$ cat config.mk
export PLATFORM = sky130hd
export DESIGN_NAME = cbz_branch_ctrl
export DESIGN_NICKNAME = d
export VERILOG_FILES = /design/src/rtl/cbz_branch_ctrl.sv
export SDC_FILE = /design/constraint.sdc
export NUM_CORES = 1
export LEC_CHECK = 0
export CELL_PAD_IN_SITES_DETAIL_PLACEMENT = 0
export CELL_PAD_IN_SITES_GLOBAL_PLACEMENT = 2
export CORE_ASPECT_RATIO = 1.4
export CORE_UTILIZATION = 30
export DETAILED_ROUTE_END_ITERATION = 8
export GPL_ROUTABILITY_DRIVEN = 0
export PLACE_DENSITY = 0.87
export SETUP_SLACK_MARGIN = 0.02
export SLEW_MARGIN = 10
export SYNTH_ARGS = -nofsm -noshare
export SYNTH_HDL_FRONTEND = slang
export SYNTH_SLANG_ARGS = --single-unit
$ cat constraint.sdc
create_clock -name clk -period 4.6 [get_ports clk]
set_clock_uncertainty 0.1 [all_clocks]
set_input_delay 0.92 -clock clk [delete_from_list [all_inputs] [get_ports clk]]
set_output_delay 0.92 -clock clk [all_outputs]
set_load 0.05 [all_outputs]
$ cat src/rtl/cbz_branch_ctrl.sv
// cbz_branch_ctrl: decode-stage CBZ/B.cond/B resolution with hazard stalls and branch statistics
// Ports:
//   clk, reset                  rising-edge clock, async active-high reset
//   id_valid, id_is_cbz,
//   id_is_bcond, id_is_b, id_rt branch instruction in ID and the register CBZ tests
//   ex_regwrite, ex_memread,
//   ex_rd, ex_setflags          producer in EX (register write, load, flag set)
//   mem_memread, mem_rd         load in MEM
//   cbz_zero, cond_true         forwarded zero flag of Rt, B.cond evaluation
//   stall_if_id, bubble_id_ex   hold IF/ID, insert NOP into ID/EX
//   take_branch, flush_if       redirect PC to target, kill wrong-path fetch
//   busy                        controller is waiting on a hazard
//   taken_cnt, nottaken_cnt,
//   stall_cnt                   saturating statistics
module cbz_branch_ctrl #(
    parameter int CNT_W = 32,
    parameter int XZR   = 31
) (
    input  logic             clk,
    input  logic             reset,
    input  logic             id_valid,
    input  logic             id_is_cbz,
    input  logic             id_is_bcond,
    input  logic             id_is_b,
    input  logic [4:0]       id_rt,
    input  logic             ex_regwrite,
    input  logic             ex_memread,
    input  logic [4:0]       ex_rd,
    input  logic             ex_setflags,
    input  logic             mem_memread,
    input  logic [4:0]       mem_rd,
    input  logic             cbz_zero,
    input  logic             cond_true,
    output logic             stall_if_id,
    output logic             bubble_id_ex,
    output logic             take_branch,
    output logic             flush_if,
    output logic             busy,
    output logic [CNT_W-1:0] taken_cnt,
    output logic [CNT_W-1:0] nottaken_cnt,
    output logic [CNT_W-1:0] stall_cnt
);
    typedef enum logic [1:0] {IDLE, WAIT, RESOLVE} state_t;

    state_t           state_q, state_d;
    logic [1:0]       cnt_q, cnt_d;
    logic [CNT_W-1:0] taken_q, taken_d, nottaken_q, nottaken_d, stall_q, stall_d;
    logic             br, rt_ok, ex_hit, mem_hit, taken, idle, resolve, stall;
    logic [1:0]       need;

    always_comb begin
        br      = id_valid & (id_is_cbz | id_is_bcond | id_is_b);
        rt_ok   = id_rt != 5'(XZR);
        ex_hit  = ex_regwrite & (ex_rd == id_rt) & rt_ok;
        mem_hit = mem_memread & (mem_rd == id_rt) & rt_ok;
        // EX is checked first: the younger producer determines the wait
        need    = id_is_cbz   ? (ex_hit ? (ex_memread ? 2'd2 : 2'd1) : (mem_hit ? 2'd1 : 2'd0)) :
                  id_is_bcond ? {1'b0, ex_setflags} : 2'd0;
        taken   = id_is_b | (id_is_cbz & cbz_zero) | (id_is_bcond & cond_true);
        idle    = state_q == IDLE;
        // br carries id_valid, so an external flush in WAIT/RESOLVE suppresses both
        resolve = !reset & br & (idle ? need == 2'd0 : state_q == RESOLVE);
        stall   = !reset & br & (idle ? need != 2'd0 : state_q == WAIT);
        state_d = (idle & br & need != 2'd0) ? (need == 2'd1 ? RESOLVE : WAIT) :
                  (state_q == WAIT & br)     ? (cnt_q <= 2'd1 ? RESOLVE : WAIT) : IDLE;
        cnt_d   = (idle & br & need != 2'd0) ? need - 2'd1 :
                  (state_q == WAIT & br)     ? cnt_q - 2'd1 : cnt_q;
        taken_d    = (resolve & taken & ~&taken_q)     ? taken_q + CNT_W'(1)    : taken_q;
        nottaken_d = (resolve & !taken & ~&nottaken_q) ? nottaken_q + CNT_W'(1) : nottaken_q;
        stall_d    = (stall & ~&stall_q)               ? stall_q + CNT_W'(1)    : stall_q;
    end

    always_ff @(posedge clk or posedge reset) begin
        if (reset) begin
            state_q    <= IDLE;
            cnt_q      <= 2'd0;
            taken_q    <= '0;
            nottaken_q <= '0;
            stall_q    <= '0;
        end else begin
            state_q    <= state_d;
            cnt_q      <= cnt_d;
            taken_q    <= taken_d;
            nottaken_q <= nottaken_d;
            stall_q    <= stall_d;
        end
    end

    assign stall_if_id  = stall;
    assign bubble_id_ex = stall;
    assign take_branch  = resolve & taken;
    assign flush_if     = resolve & taken;
    assign busy         = state_q != IDLE;
    assign taken_cnt    = taken_q;
    assign nottaken_cnt = nottaken_q;
    assign stall_cnt    = stall_q;
endmodule

==> results.cfg <==
[run_status]
status = completed

[cts]
worst_skew_pair.late_latency_ps = 350
tritoncts = done
cts_max_path_buffers = 2
numCtsBuffers = 9
cts_root_buf = clkbuf_16
cts_max_level = 3
clock-sinks = 100
clk_pin_slew_ps = 70

[die]
core-area_um2 = 16200
ios = 128
die_h_um = 154
dieArea_um2 = 17100
rows = 55
initial_core_util_pct = 30.7
die_w_um = 111

[setup_path]
cp-start-kind = input pin
crit_path_cell_trace = clkdlybuf4s50_1 -> xor2_1 -> nor4_1 -> and3_1 -> mux2i_1 -> a21oi_1 -> ha_1 -> nor2_1 -> or4_4 -> inv_2 -> buf_12
crit_type = input pin to primary output
critPathArrivalTime_ps = 3370
cpMaxStageDelayCell = clkdlybuf4s50_1
required_ps = 3580
endpoint_kind = primary output
critPathMaxStageDelay_ps = 470
critPathMaxFanout = 3

[detailed_routing]
via_per_inst = 4.88
drcViolationCount = 0
wl_per_cell_um = 14.3
firstDrtPassIters = 4
via_count = 3971
drt_iter0_markers = 188
drtAntennaViolNets = 0
drt_wl_total_um = 11600

[placement]
numPortBuffers = 127
post-place-cells = 798
pre_cts_slack_ps = 50.4
dpl.hpwl_um = 8720

[synthesis]
synthArstFlopShare_pct = 100
synth_top_cell_by_area = dfrtp_1
synth_cell_type_count = 45
yosysTopAreaCellShare_pct = 50.4
synth_nets = 508
synth-main-ff-cell = dfrtp_1
synth_edf_count = 0
synthTopCellsByCount = dfrtp_1 (100), xnor2_1 (61), nand2_1 (46), xor2_1 (38), nand4_1 (34)
synth_most_common_cell = dfrtp_1
yosysWarnings = 0
synth.yosys.seq_area_share_pct = 50.4
netlist_instances = 474
ys_ff_latch = 100
syn_area_per_cell_um2 = 10.5
syn_area_um2 = 4970
ys_top_cells_by_area = dfrtp_1 (50%), xnor2_1 (11%), xor2_1 (6.7%)

[layout]
drive_gt1_share_pct = 7.64
final_net_count = 644
multi_input_area_um2 = 2350
stdcell_count = 814
area_growth_pct = 37.6
seq_area_um2 = 2500
n_fill_cell = 1544
antenna_cells = 0

[sta]
period_needed_ps = 4390
setup_tns_ps = 0
worst_slack_ps = 209
slew_viol_final = 0
setup_violations = 0
achievable-frequency_mhz = 228
rsz0062_at_grt = false
tightest_slew_ps = 799
max_slew_margin_pct = 46.7
finalHoldViolations = 0
fin_crit_sh_pct = 95.5

[worst_hold_path]
hold_path.class = flip-flop to flip-flop

[run]
drv_cap = 0

[global_routing]
grt_pass1_vias = 4044
grt_pass1_wl_um = 19700
gr-usage-all-layers_pct = 14.0
antenna_found_initial = 0
grt_max_degree = 64
grt.overflow.total = 0

[power]
max-vdd-ir-drop_mv = 0.241
power.leakage_uw = 0.00295
cellPowerDensity_nw_per_um2 = 334
==> power by group <==
part	switching (uW)	total (uW)	leakage, uW	internal [uW]
Clock	335	719	0.000132	383
Sequential	96.9	1040	0.00134	939
Combinational	338	530	0.00148	193
==> per-layer routing <==
layer	wire (um)	GRT usage (%)	part of all wire (%)
met3	386	2.23	3.3
met2	6160	26.6	53
met4	278	5.84	2.4
met1	4800	15.3	41
met5	0	0	0
==> area by class of cell <==
cell class / instances / share of cell area (%)
clock buffers: 11 / 3.55
clock inverters: 5 / 0.549
inverters: 14 / 0.805
multi-input cells: 347 / 34.4
flip-flops and latches: 100 / 36.6
well taps: 199 / 3.64
repair buffers: 138 / 20.4
==> registers in the layout (all words and copies together), names as in the netlist <==
signal        cells
taken_cnt        32
stall_cnt        32
state_q           2
nottaken_cnt     32
cnt_q             2
==> metrics by stage <==
step	util, %	hold WS [ps]	cell area, um^2	total power [uW]
final	42.3	389	6840	2280
after global routing	42.3	408	6840	2390
after CTS	42.2	390	6830	2320
after detailed placement	40.5	378	6550	1590
after global placement	40.5	374	6550	1580
after floorplan	-	403	4970	1370
==> what timing repair did <==
item,CTS,global route
setup buffers,0,0
hold buffers,0,0
hold endpoints to repair,0,0
resized for setup,0,2
setup endpoints to repair,0,2
==> cell usage in the layout, fill, tap and decap left out, drive strengths merged, types with 5 or more instances in the layout <==
cell type	count
xor2	38
ha	7
nor3	14
and2	5
nand4	34
inv	14
and4	11
xnor2	62
dfrtp	100
nor4	11
or3	5
clkdlybuf4s50	123
a21oi	9
nor2	28
clkbuf	11
buf	15
nand2	46
and3	21
nand3	30
==> critical path: cells and delay by family <==
| family | cells | cell delay (ps) |
|---|---|---|
| buffers and inverters | 3 | 760 |
| XOR/XNOR | 1 | 190 |
| AND/OR/NAND/NOR | 4 | 1040 |
| adder cells (fa/ha/maj) | 1 | 190 |
| AO/OA/AOI/OAI | 1 | 190 |
| multiplexers | 1 | 80 |
==> kinds of logic (layout without fill, tap and decap cells) <==
kind of cell	count (synthesis)	count (layout)	share of synthesized area (%)
buf+inv	27	168	2.29
mux	3	3	0.655
compound gates	23	23	3.05
xor+xnor	100	100	17.8
flops	100	100	50.4
fa+ha+maj	7	7	1.76
simple gates	214	214	24.1
==> path summary, 6_finish.rpt <==
kind                          startpoint          endpoint  slack, ps  cells past startpoint
max                             id_rt[4]       take_branch        210                     11
min                        taken_cnt[14]     taken_cnt[14]        390                      1
max reg2reg                 stall_cnt[0]     stall_cnt[24]       2050                      8
min reg2reg                taken_cnt[14]     taken_cnt[14]        390                      1
max in group asynchronous          reset  nottaken_cnt[20]       2540                      3
min in group asynchronous          reset        state_q[1]       1040                      2
Note: power is estimated with default switching activity, not from simulation.
==> edit, RTL diff (same settings) <==
Change the parameter `CNT_W` from 32 to 64.
--- a/src/rtl/cbz_branch_ctrl.sv
+++ b/src/rtl/cbz_branch_ctrl.sv
@@ -13,7 +13,7 @@
 //   taken_cnt, nottaken_cnt,
 //   stall_cnt                   saturating statistics
 module cbz_branch_ctrl #(
-    parameter int CNT_W = 32,
+    parameter int CNT_W = 64,
     parameter int XZR   = 31
 ) (
     input  logic             clk,
Ports: changed (resized nottaken_cnt, stall_cnt and taken_cnt); port bits go from 128 to 224. No check against the original RTL was run, so the function may have changed too.
==> edit against the original RTL <==
- utilization is 0.67 points lower
- sequential cell count is 96 higher
- cell area is 94% higher
- worst setup slack better by 0.0064 ns
- via count is 99% higher
- first-iteration DRC count is 42% higher
- wire length is 130% higher
- area after synthesis is 96% higher
- power is 69% higher
- fmax is 0.15% higher
- critical path type unchanged
- largest power group unchanged
==> edit: results <==
export IMPL_syn_area_per_cell_um2=10.41
export IMPL_dr_wl_met3_mm=1.016
export IMPL_place_area_um2=12600
export IMPL_crit_fanout=5
export IMPL_use_met2=0.3002
export IMPL_ys_top_cells_by_area="dfrtp_1, xnor2_1, nand4_1"
export IMPL_worstReg2RegStart="nottaken_cnt[0]"
export IMPL_internal_power_mw=2.791
export IMPL_r2r_cells=7
export IMPL_critPathArrivalTime_ns=3.36
export IMPL_startpoint="ex_rd[0]"
export IMPL_p_leak_nw=5.463
export IMPL_clk_latency_ns=0.45
export IMPL_grt_pass1_wl_mm=43.74
export IMPL_synth_common_cells="dfrtp_1, xnor2_1, nand4_1"
export IMPL_vias_per_cell=4.987
export IMPL_critPathTopFamily="buffers and inverters"
export IMPL_ys_types=55
export IMPL_grt_usage=0.1672
export IMPL_worstReg2RegEnd="nottaken_cnt[58]"
export IMPL_dr_wl_met2_mm=14.17
export IMPL_status="completed"
export IMPL_ff_latch_area_um2=4905
export IMPL_fin_hold_ws_ns=0.3865
export IMPL_hpwl_mm=19.96
export IMPL_grt_start_max_net_pins=73
export IMPL_grt_pass1_vias=8001
export IMPL_ys_seq_area_frac=0.5040
export IMPL_p_comb_frac=0.121
==> edit: cell types whose count changed after synthesis, moves of 9 or more <==
| cell | change |
|---|---|
| nor2_1 | +29 |
| xnor2_1 | +80 |
| nor4_1 | +11 |
| nand3_1 | +61 |
| nand4_1 | +60 |
| xor2_1 | +18 |
| nand2_1 | +34 |
| dfrtp_1 | +96 |
| nor3_1 | +28 |
| and3_1 | +9 |
==> edit: cells by family after synthesis <==
logic type / share of synthesized area
fa+ha+maj: 0.008999
simple gates: 0.2643
mux: 0.001157
compound gates: 0.02353
flops: 0.5040
xor+xnor: 0.1790
buf+inv: 0.01903
==> edit: area by class of cell <==
| class | instances | share of cell area |
|---|---|---|
| clock inverter | 12 | 0.01182 |
| antenna | 1 | 0.0001892 |
| inverter | 17 | 0.005108 |
| tap | 395 | 0.03737 |
| multi-input combinational | 699 | 0.3519 |
| clock buffer | 19 | 0.03273 |
| timing repair buffer | 248 | 0.1900 |
| sequential | 196 | 0.3708 |
